[config.mk]
export PLATFORM = sky130hd
export DESIGN_NAME = adder_burst_accumulator
export DESIGN_NICKNAME = d
export VERILOG_FILES = /design/src/rtl/adder_burst_accumulator.sv
export SDC_FILE = /design/constraint.sdc
export NUM_CORES = 1
export LEC_CHECK = 0
export BUFFER_PORTS_ARGS = -buffer_cell sky130_fd_sc_hd__buf_2
export CORE_UTILIZATION = 37
export CTS_BUF_LIST = sky130_fd_sc_hd__clkbuf_16
export DETAILED_ROUTE_END_ITERATION = 7
export GPL_TIMING_DRIVEN = 1
export SLEW_MARGIN = 40
export SYNTH_ARGS = -nofsm -noshare
export SYNTH_HDL_FRONTEND = slang
export SYNTH_SLANG_ARGS = --single-unit
export TNS_END_PERCENT = 50
[constraint.sdc]
create_clock -name clk -period 29.5 [get_ports clk]
set_input_delay 7.375 -clock clk [delete_from_list [all_inputs] [get_ports clk]]
set_output_delay 7.375 -clock clk [all_outputs]
set_load 0.005 [all_outputs]
[src/rtl/adder_burst_accumulator.sv]
// Burst accumulator: adds or subtracts a stream of signed 32-bit operands into a running
// register through a single carry-bypass adder, then holds the result until it is taken.
module adder_burst_accumulator #(
    parameter int unsigned LEN_W    = 8,
    parameter bit          SATURATE = 1'b0
) (
    input  logic             clk,
    input  logic             rst,
    input  logic             start,
    input  logic [LEN_W-1:0] len,
    input  logic             sub,
    input  logic             in_valid,
    output logic             in_ready,
    input  logic [31:0]      in_data,
    output logic             out_valid,
    input  logic             out_ready,
    output logic [31:0]      out_sum,
    output logic             out_cout,
    output logic             out_overflow,
    output logic             busy
);
    localparam int unsigned DW = 32;

    typedef enum logic [1:0] {IDLE, ACCUM, DONE} state_e;

    state_e           state_q, state_d;
    logic [DW-1:0]    acc_q, acc_d;
    logic [LEN_W-1:0] count_q, count_d;
    logic             mode_q, mode_d;
    logic             cout_q, cout_d;
    logic             ovf_q, ovf_d;
    logic             in_ready_q, in_ready_d;
    logic             out_valid_q, out_valid_d;
    logic             busy_q, busy_d;

    logic [DW-1:0]    add_b, add_sum;
    logic             add_cout, add_ovf;

    // Subtraction is acc + ~data + 1, so the mode bit doubles as carry-in.
    assign add_b = in_data ^ {DW{mode_q}};

    CarryBypassAdder #(.N(DW)) u_add (
        .A        (acc_q),
        .B        (add_b),
        .Cin      (mode_q),
        .Sum      (add_sum),
        .Cout     (add_cout),
        .Overflow (add_ovf)
    );

    always_comb begin
        state_d = state_q;
        acc_d   = acc_q;
        count_d = count_q;
        mode_d  = mode_q;
        cout_d  = cout_q;
        ovf_d   = ovf_q;
        case (state_q)
            IDLE: begin
                if (start) begin
                    acc_d   = '0;
                    count_d = len;
                    mode_d  = sub;
                    cout_d  = 1'b0;
                    ovf_d   = 1'b0;
                    state_d = (len == '0) ? DONE : ACCUM;
                end
            end
            ACCUM: begin
                if (in_valid) begin
                    // Saturation direction follows the sign of the running value.
                    if (SATURATE && add_ovf) begin
                        acc_d = acc_q[DW-1] ? {1'b1, {(DW-1){1'b0}}} : {1'b0, {(DW-1){1'b1}}};
                    end else begin
                        acc_d = add_sum;
                    end
                    cout_d  = add_cout;
                    ovf_d   = ovf_q | add_ovf;
                    count_d = count_q - LEN_W'(1);
                    if (count_q == LEN_W'(1)) begin
                        state_d = DONE;
                    end
                end
            end
            DONE: begin
                if (out_ready) begin
                    state_d = IDLE;
                end
            end
            default: state_d = IDLE;
        endcase
        in_ready_d  = (state_d == ACCUM);
        out_valid_d = (state_d == DONE);
        busy_d      = (state_d != IDLE);
    end

    always_ff @(posedge clk) begin
        if (rst) begin
            state_q     <= IDLE;
            acc_q       <= '0;
            count_q     <= '0;
            mode_q      <= 1'b0;
            cout_q      <= 1'b0;
            ovf_q       <= 1'b0;
            in_ready_q  <= 1'b0;
            out_valid_q <= 1'b0;
            busy_q      <= 1'b0;
        end else begin
            state_q     <= state_d;
            acc_q       <= acc_d;
            count_q     <= count_d;
            mode_q      <= mode_d;
            cout_q      <= cout_d;
            ovf_q       <= ovf_d;
            in_ready_q  <= in_ready_d;
            out_valid_q <= out_valid_d;
            busy_q      <= busy_d;
        end
    end

    assign in_ready     = in_ready_q;
    assign out_valid    = out_valid_q;
    assign out_sum      = acc_q;
    assign out_cout     = cout_q;
    assign out_overflow = ovf_q;
    assign busy         = busy_q;

endmodule

// N-bit carry-bypass adder in 4-bit blocks; a fully propagating block forwards its carry-in.
module CarryBypassAdder #(
    parameter int unsigned N = 32
) (
    input  logic [N-1:0] A,
    input  logic [N-1:0] B,
    input  logic         Cin,
    output logic [N-1:0] Sum,
    output logic         Cout,
    output logic         Overflow
);
    localparam int unsigned BLK = 4;
    localparam int unsigned NB  = N / BLK;

    logic c, rc, bp, p;

    always_comb begin
        Sum = '0;
        c   = Cin;
        rc  = 1'b0;
        bp  = 1'b0;
        p   = 1'b0;
        for (int b = 0; b < int'(NB); b++) begin
            rc = c;
            bp = 1'b1;
            for (int i = 0; i < int'(BLK); i++) begin
                p              = A[b*BLK+i] ^ B[b*BLK+i];
                Sum[b*BLK+i]   = p ^ rc;
                rc             = (A[b*BLK+i] & B[b*BLK+i]) | (p & rc);
                bp             = bp & p;
            end
            c = bp ? c : rc;
        end
        Cout     = c;
        Overflow = (A[N-1] == B[N-1]) && (Sum[N-1] != A[N-1]);
    end

endmodule

### Yosys cells after proc, flatten, opt, wreduce, memory -nomap -nowiden

Index checks and enable logic that the tools add are counted.

* register bits: 48
* logic and storage cells: 237

* add/subtract/negate cells: 1
* equality and inequality tests: 9
* mux-type cells: 25
* bitwise logic cells: 186
* reductions and logical operators: 7

Operators by type and width (count)
* AND 1 bit: 88
* 2-to-1 mux 32 bit: 2
* one-hot mux 32 bit (2 select lines): 1
* XOR 1 bit: 64
* OR 1 bit: 33
* XOR 32 bit: 1
* 2-to-1 mux 8 bit: 2
* one-hot mux 8 bit (2 select lines): 1
* 2-to-1 mux 1 bit: 11
* 2-to-1 mux 2 bit: 5
* == test 8 x 1 -> 1 bit (second input constant): 1
* logical NOT 8 bit: 1
* subtractor 8 x 1 -> 8 bit (second input constant): 1
* one-hot mux 2 bit (3 select lines): 1
* == test 2 x 1 -> 1 bit (second input constant): 2
* == test 2 bit (second input constant): 2
* != test 2 bit (second input constant): 2
* one-hot mux 1 bit (2 select lines): 2
* nonzero test 2 bit: 2
* AND reduction 3 bit: 1
* logical NOT 2 bit: 1
* AND reduction 2 bit: 1
* == test 1 bit: 1
* logical AND 1 bit: 1
* != test 1 bit: 1

### Logic depth before layout (Yosys ltp)

* depth after elaboration: 77
* mapped depth: 52
* gate-level depth less buffers: 50

### Modules after synthesis

From an unflattened synthesis, not the netlist that was laid out.

* cell total of the unflattened synthesis: 386
* area, all modules: 3565.9 sq um

Modules (own cells, without submodules)
* adder_burst_accumulator: times used 1, cells an instance 281, area each 2283.4 sq um
* CarryBypassAdder: times used 1, cells an instance 105, area each 1282.5 sq um

### Least setup slack after synthesis

Ideal clock, no wire load.

* path kind: input -> register
* from: input in_data[0]
* to: register ovf_q (netlist: out_overflow)
* arrival time: 21.795 ns
* data required time: 29.367 ns
* path slack: 7.572 ns
* stages on the path: 50
* path buffers: 0
* cell sequence: mux2_2 -> fa_1 -> fa_1 -> fa_1 -> o21ai_1 -> nand3_1 -> fa_1 -> fa_1 -> fa_1 -> fa_1 -> and2_1 -> or2_2 -> fa_1 -> fa_1 -> fa_1 -> fa_1 -> nand2_1 -> nand2_1 -> (+14 left out) -> fa_1 -> fa_1 -> a41oi_1 -> a21oi_1 -> fa_1 -> fa_1 -> fa_1 -> fa_1 -> nand2_1 -> o211ai_1 -> fa_1 -> fa_1 -> fa_1 -> fa_1 -> xnor2_1 -> nor2_1 -> a21oi_1 -> nor3_1

* cells in the longest elaborated chain, start to end: 77
* elaborated cells between the ends (all ways): 81

RTL lines
* from (decl): RTL line 14 `input logic [31:0] in_data,`
* XOR 32 bit *: RTL line 40 `assign add_b = in_data ^ {DW{mode_q}};`
* XOR 1 bit: RTL line 156 `p = A[b*BLK+i] ^ B[b*BLK+i];`
* AND 1 bit: RTL line 158 `rc = (A[b*BLK+i] & B[b*BLK+i]) | (p & rc);`
* OR 1 bit: RTL line 158
* AND 1 bit: RTL line 158
* OR 1 bit: RTL line 158
* AND 1 bit: RTL line 158
* OR 1 bit: RTL line 158
* (+61 left out)
* AND 1 bit *: RTL line 158
* OR 1 bit *: RTL line 158
* XOR 1 bit *: RTL line 157 `Sum[b*BLK+i] = p ^ rc;`
* != test 1 bit *: RTL line 164 `Overflow = (A[N-1] == B[N-1]) && (Sum[N-1] != A[N-1]);`
* logical AND 1 bit *: RTL line 164
* OR 1 bit *: RTL line 78 `ovf_d = ovf_q | add_ovf;`
* 2-to-1 mux 1 bit *: RTL line 70 `if (in_valid) begin`
* one-hot mux 1 bit (2 select lines) *: RTL line 58 `case (state_q)`
* to (signal assigned): RTL line 114 `ovf_q <= ovf_d;`
* to (decl): RTL line 31 `logic ovf_q, ovf_d;`

Mark *: on every way between the ends. The rest lies on a longest branch, timed or not. The select of a mux whose other input is x is not followed.
A chain may end at the register's enable or synchronous reset.

### Worst setup path after layout

Ends and elaborated chain as after synthesis.

==> run summary <==
Outcome = finished, final reports clean
Post-layout power = 0.000191 W
RSZ-0062 raised after global routing = no
PortBufs = 82
Main area contributors after synthesis = dfxtp_1 (27%), fa_1 (17%), ha_1 (11%), xor2_1 (7.7%), a21oi_1 (3.7%)
DRT Wirelength = 8400 um
Top_reg_cell synth = dfxtp_1
Vias per std cell = 5.11
Worst EP required = 29.65 ns
Worst Tran Pin Value = 0.760 ns
Initial Util = 38.7%
Worst-case clock buffer depth = 2
Drt initial violations = 101
First-pass GRT wire length = 13900 um
Core area = 9370 um2
Full die area = 10200 um2
Gate Count Post-Synth = 381
Fmax = 44.4 MHz
Max FO, Critical Path = 4
Final net count = 559
Fill count = 968
Reg clk slew, reported paths = 0.06 ns
Register area = 962 um2
H-tree levels = 2
Post-synth top area share = 26.5%
Syn_area_per_cell = 9.51 um2
Die H = 101 um
Flop2flop setup slack = 13.61 ns
Grt ovf = 0
Top Ports = 83
Skew final = 0.00762 ns
Drt wl/cell = 14.5 um
Post-cts sizing count = 0
DRT antenna net count = 0
Distinct cells, synth = 44
Seq cells post-synth = 48
Maximum Capacitance Violations = 0
Power Dens Cells = 45.3 nW/um2
Startpoint Class = primary input
First-pass DRT Iterations = 4
# clock sinks = 48
Period utilization = 76.3%
WP data arrival = 22.65 ns
Chip Width = 101 um
Hold Crit Class = flop to flop
Gr usage total = 17.3%
Layout area overhead = 16.4%
Pin count of the biggest net entering global routing = 47
Final Hold Viols = 0
DR vias = 2960
Cell Area, Synth = 3620 um2
Yosys top cell by area = dfxtp_1
Initial antenna violation count = 0
Synthesized net count = 491
Clk Latency, worst-skew pair = 0.29 ns
Final Critical Period = 22.50 ns
CP Class = primary input to flop
Root Driver = clkbuf_16
Row count = 35
Setup crit end kind = flop
GPL Wtd Cong = 0.797
# DRC = 0
Count of pins over their slew limit = 0
CTS buffer count = 5
Sequential area share after synthesis = 26.5%
Multi-input gate area = 2480 um2
Hpwl dp = 6270 um
Async S/R FF share, synth = 0%
VDD IR max = 0.0000252 V
Critical path's slowest cell = fa_1
Setup Fix Bufs, Post-CTS = 0
Most frequent CP cell = fa_1
Vias in the first global route = 2841
Yosys warnings = 0
TritonCTS clock tree = yes
Rel. slew slack = 49.3%
Post-synth EDFFs = 0
Setup tns final = 0 ns
Ratio of cells with drive above 1 in the final layout = 22.9%
Final setup viols = 0
Worst hold slack = 0.486 ns
Cts hold-fix bufs = 0
ANT cells = 0
Max incr delay on CP = 0.53 ns
Pleak = 2.00 nW
path summary, 6_finish.rpt:
path	start	end	cells after the start
max	in_data[0]	out_overflow$_SDFFE_PP0P_	51
min	count_q[1]$_SDFFE_PP0P_	count_q[1]$_SDFFE_PP0P_	2
max reg2reg	mode_q$_SDFFE_PP0P_	out_overflow$_SDFFE_PP0P_	51
min reg2reg	count_q[1]$_SDFFE_PP0P_	count_q[1]$_SDFFE_PP0P_	2
sequential cells by signal (all words and copies together) (netlist names):
signal / flops
out_sum: 32
count_q: 8
state_q: 2
busy: 1
in_ready: 1
mode_q: 1
out_cout: 1
out_overflow: 1
out_valid: 1
through the flow:
stage	cell area [um2]	std cells	setup slack [ns]	utilization, %
after detailed placement	4050	571	6.76	43.3
after floorplan	3620	381	7.57	-
final	4220	579	7.00	45.0
after global placement	4050	571	6.94	43.2
after global routing	4220	579	6.31	45.0
after CTS	4220	579	6.99	45.0
logic make-up (layout without fill, tap and decap cells):
| group | Yosys count | count (layout) | synth area share (%) |
|---|---|---|---|
| xor gates and xnor gates | 35 | 35 | 8.46 |
| adders and majority gates | 64 | 64 | 28.5 |
| muxes | 4 | 4 | 1.17 |
| and+or+nand+nor | 122 | 122 | 16.4 |
| AOI/OAI and AO/OA | 79 | 79 | 13.9 |
| buffers and inverters | 29 | 98 | 5.01 |
| DFF | 48 | 48 | 26.5 |
cell usage in the layout (no fill, tap or decap), types with 2 or more instances in the layout:
master	Yosys	final
and3_1	2	2
o21ai_1	5	5
inv_1	6	7
mux2_2	2	2
a22oi_1	15	15
a31oi_1	7	7
nor2_1	31	31
a22o_1	2	2
nand2b_1	3	3
nand2_1	35	35
o211ai_1	2	2
buf_4	3	3
o22ai_1	2	2
nand3_1	24	24
fa_1	31	31
mux2i_1	2	2
nor3_1	4	4
and2_1	3	3
or2_2	3	3
clkbuf_16	0	5
a211oi_1	3	3
xnor2_1	3	3
o21ai_0	8	8
ha_1	33	33
a21oi_1	27	27
and4_1	2	2
nor4_1	4	4
nand4_1	7	7
xor2_1	32	32
buf_2	7	81
dfxtp_1	48	47
cells in the mapped netlist (3+ instances only):
cell type and count:
nor3_1 4, buf_6 7, dfxtp_1 48, ha_1 33
buf_4 3, nor4_1 4, inv_1 6, xor2_1 32
buf_2 7, nor2_1 31, nand3_1 24, nand2_1 35
nand4_1 7, or2_2 3, a211oi_1 3, a31oi_1 7
and2_1 3, nand2b_1 3, fa_1 31, o21ai_0 8
xnor2_1 3, o21ai_1 5, a21oi_1 27, clkbuf_1 6
a22oi_1 15
report_power, final:
part	internal (W)	total, W	leakage (nW)	switching, W
combinational	0.0000223	0.0000531	1.52	0.0000308
sequential	0.0000689	0.0000740	0.391	0.00000514
clock	0.0000396	0.0000640	0.0850	0.0000244
layer usage:
metal  up-vias  GRT usage (%)  part of all wire, %
met3         9           2.57                  4.0
met4         0           4.24                  1.3
li1       1441              -                    -
met1      1418           22.3                   44
met2        92           30.3                   50
met5         -              0                    0
cell type report:
cell class	instances	share of cell area, %
multi-input cells	304	58.8
well taps	129	3.83
clock buffers	5	2.97
flip-flops and latches	48	22.8
clock inverters	3	0.920
inverters	6	0.534
repair buffers	84	10.1
worst max-delay path, delay by kind of cell:
family / cells / cell delay [ns]
AOI/OAI and AO/OA: 8 / 1.12
and+or+nand+nor: 9 / 1.13
buffers and inverters: 1 / 0.12
adders and majority gates: 31 / 12.41
xor gates and xnor gates: 1 / 0.13
muxes: 1 / 0.35
Note: power is estimated with default switching activity, not from simulation.
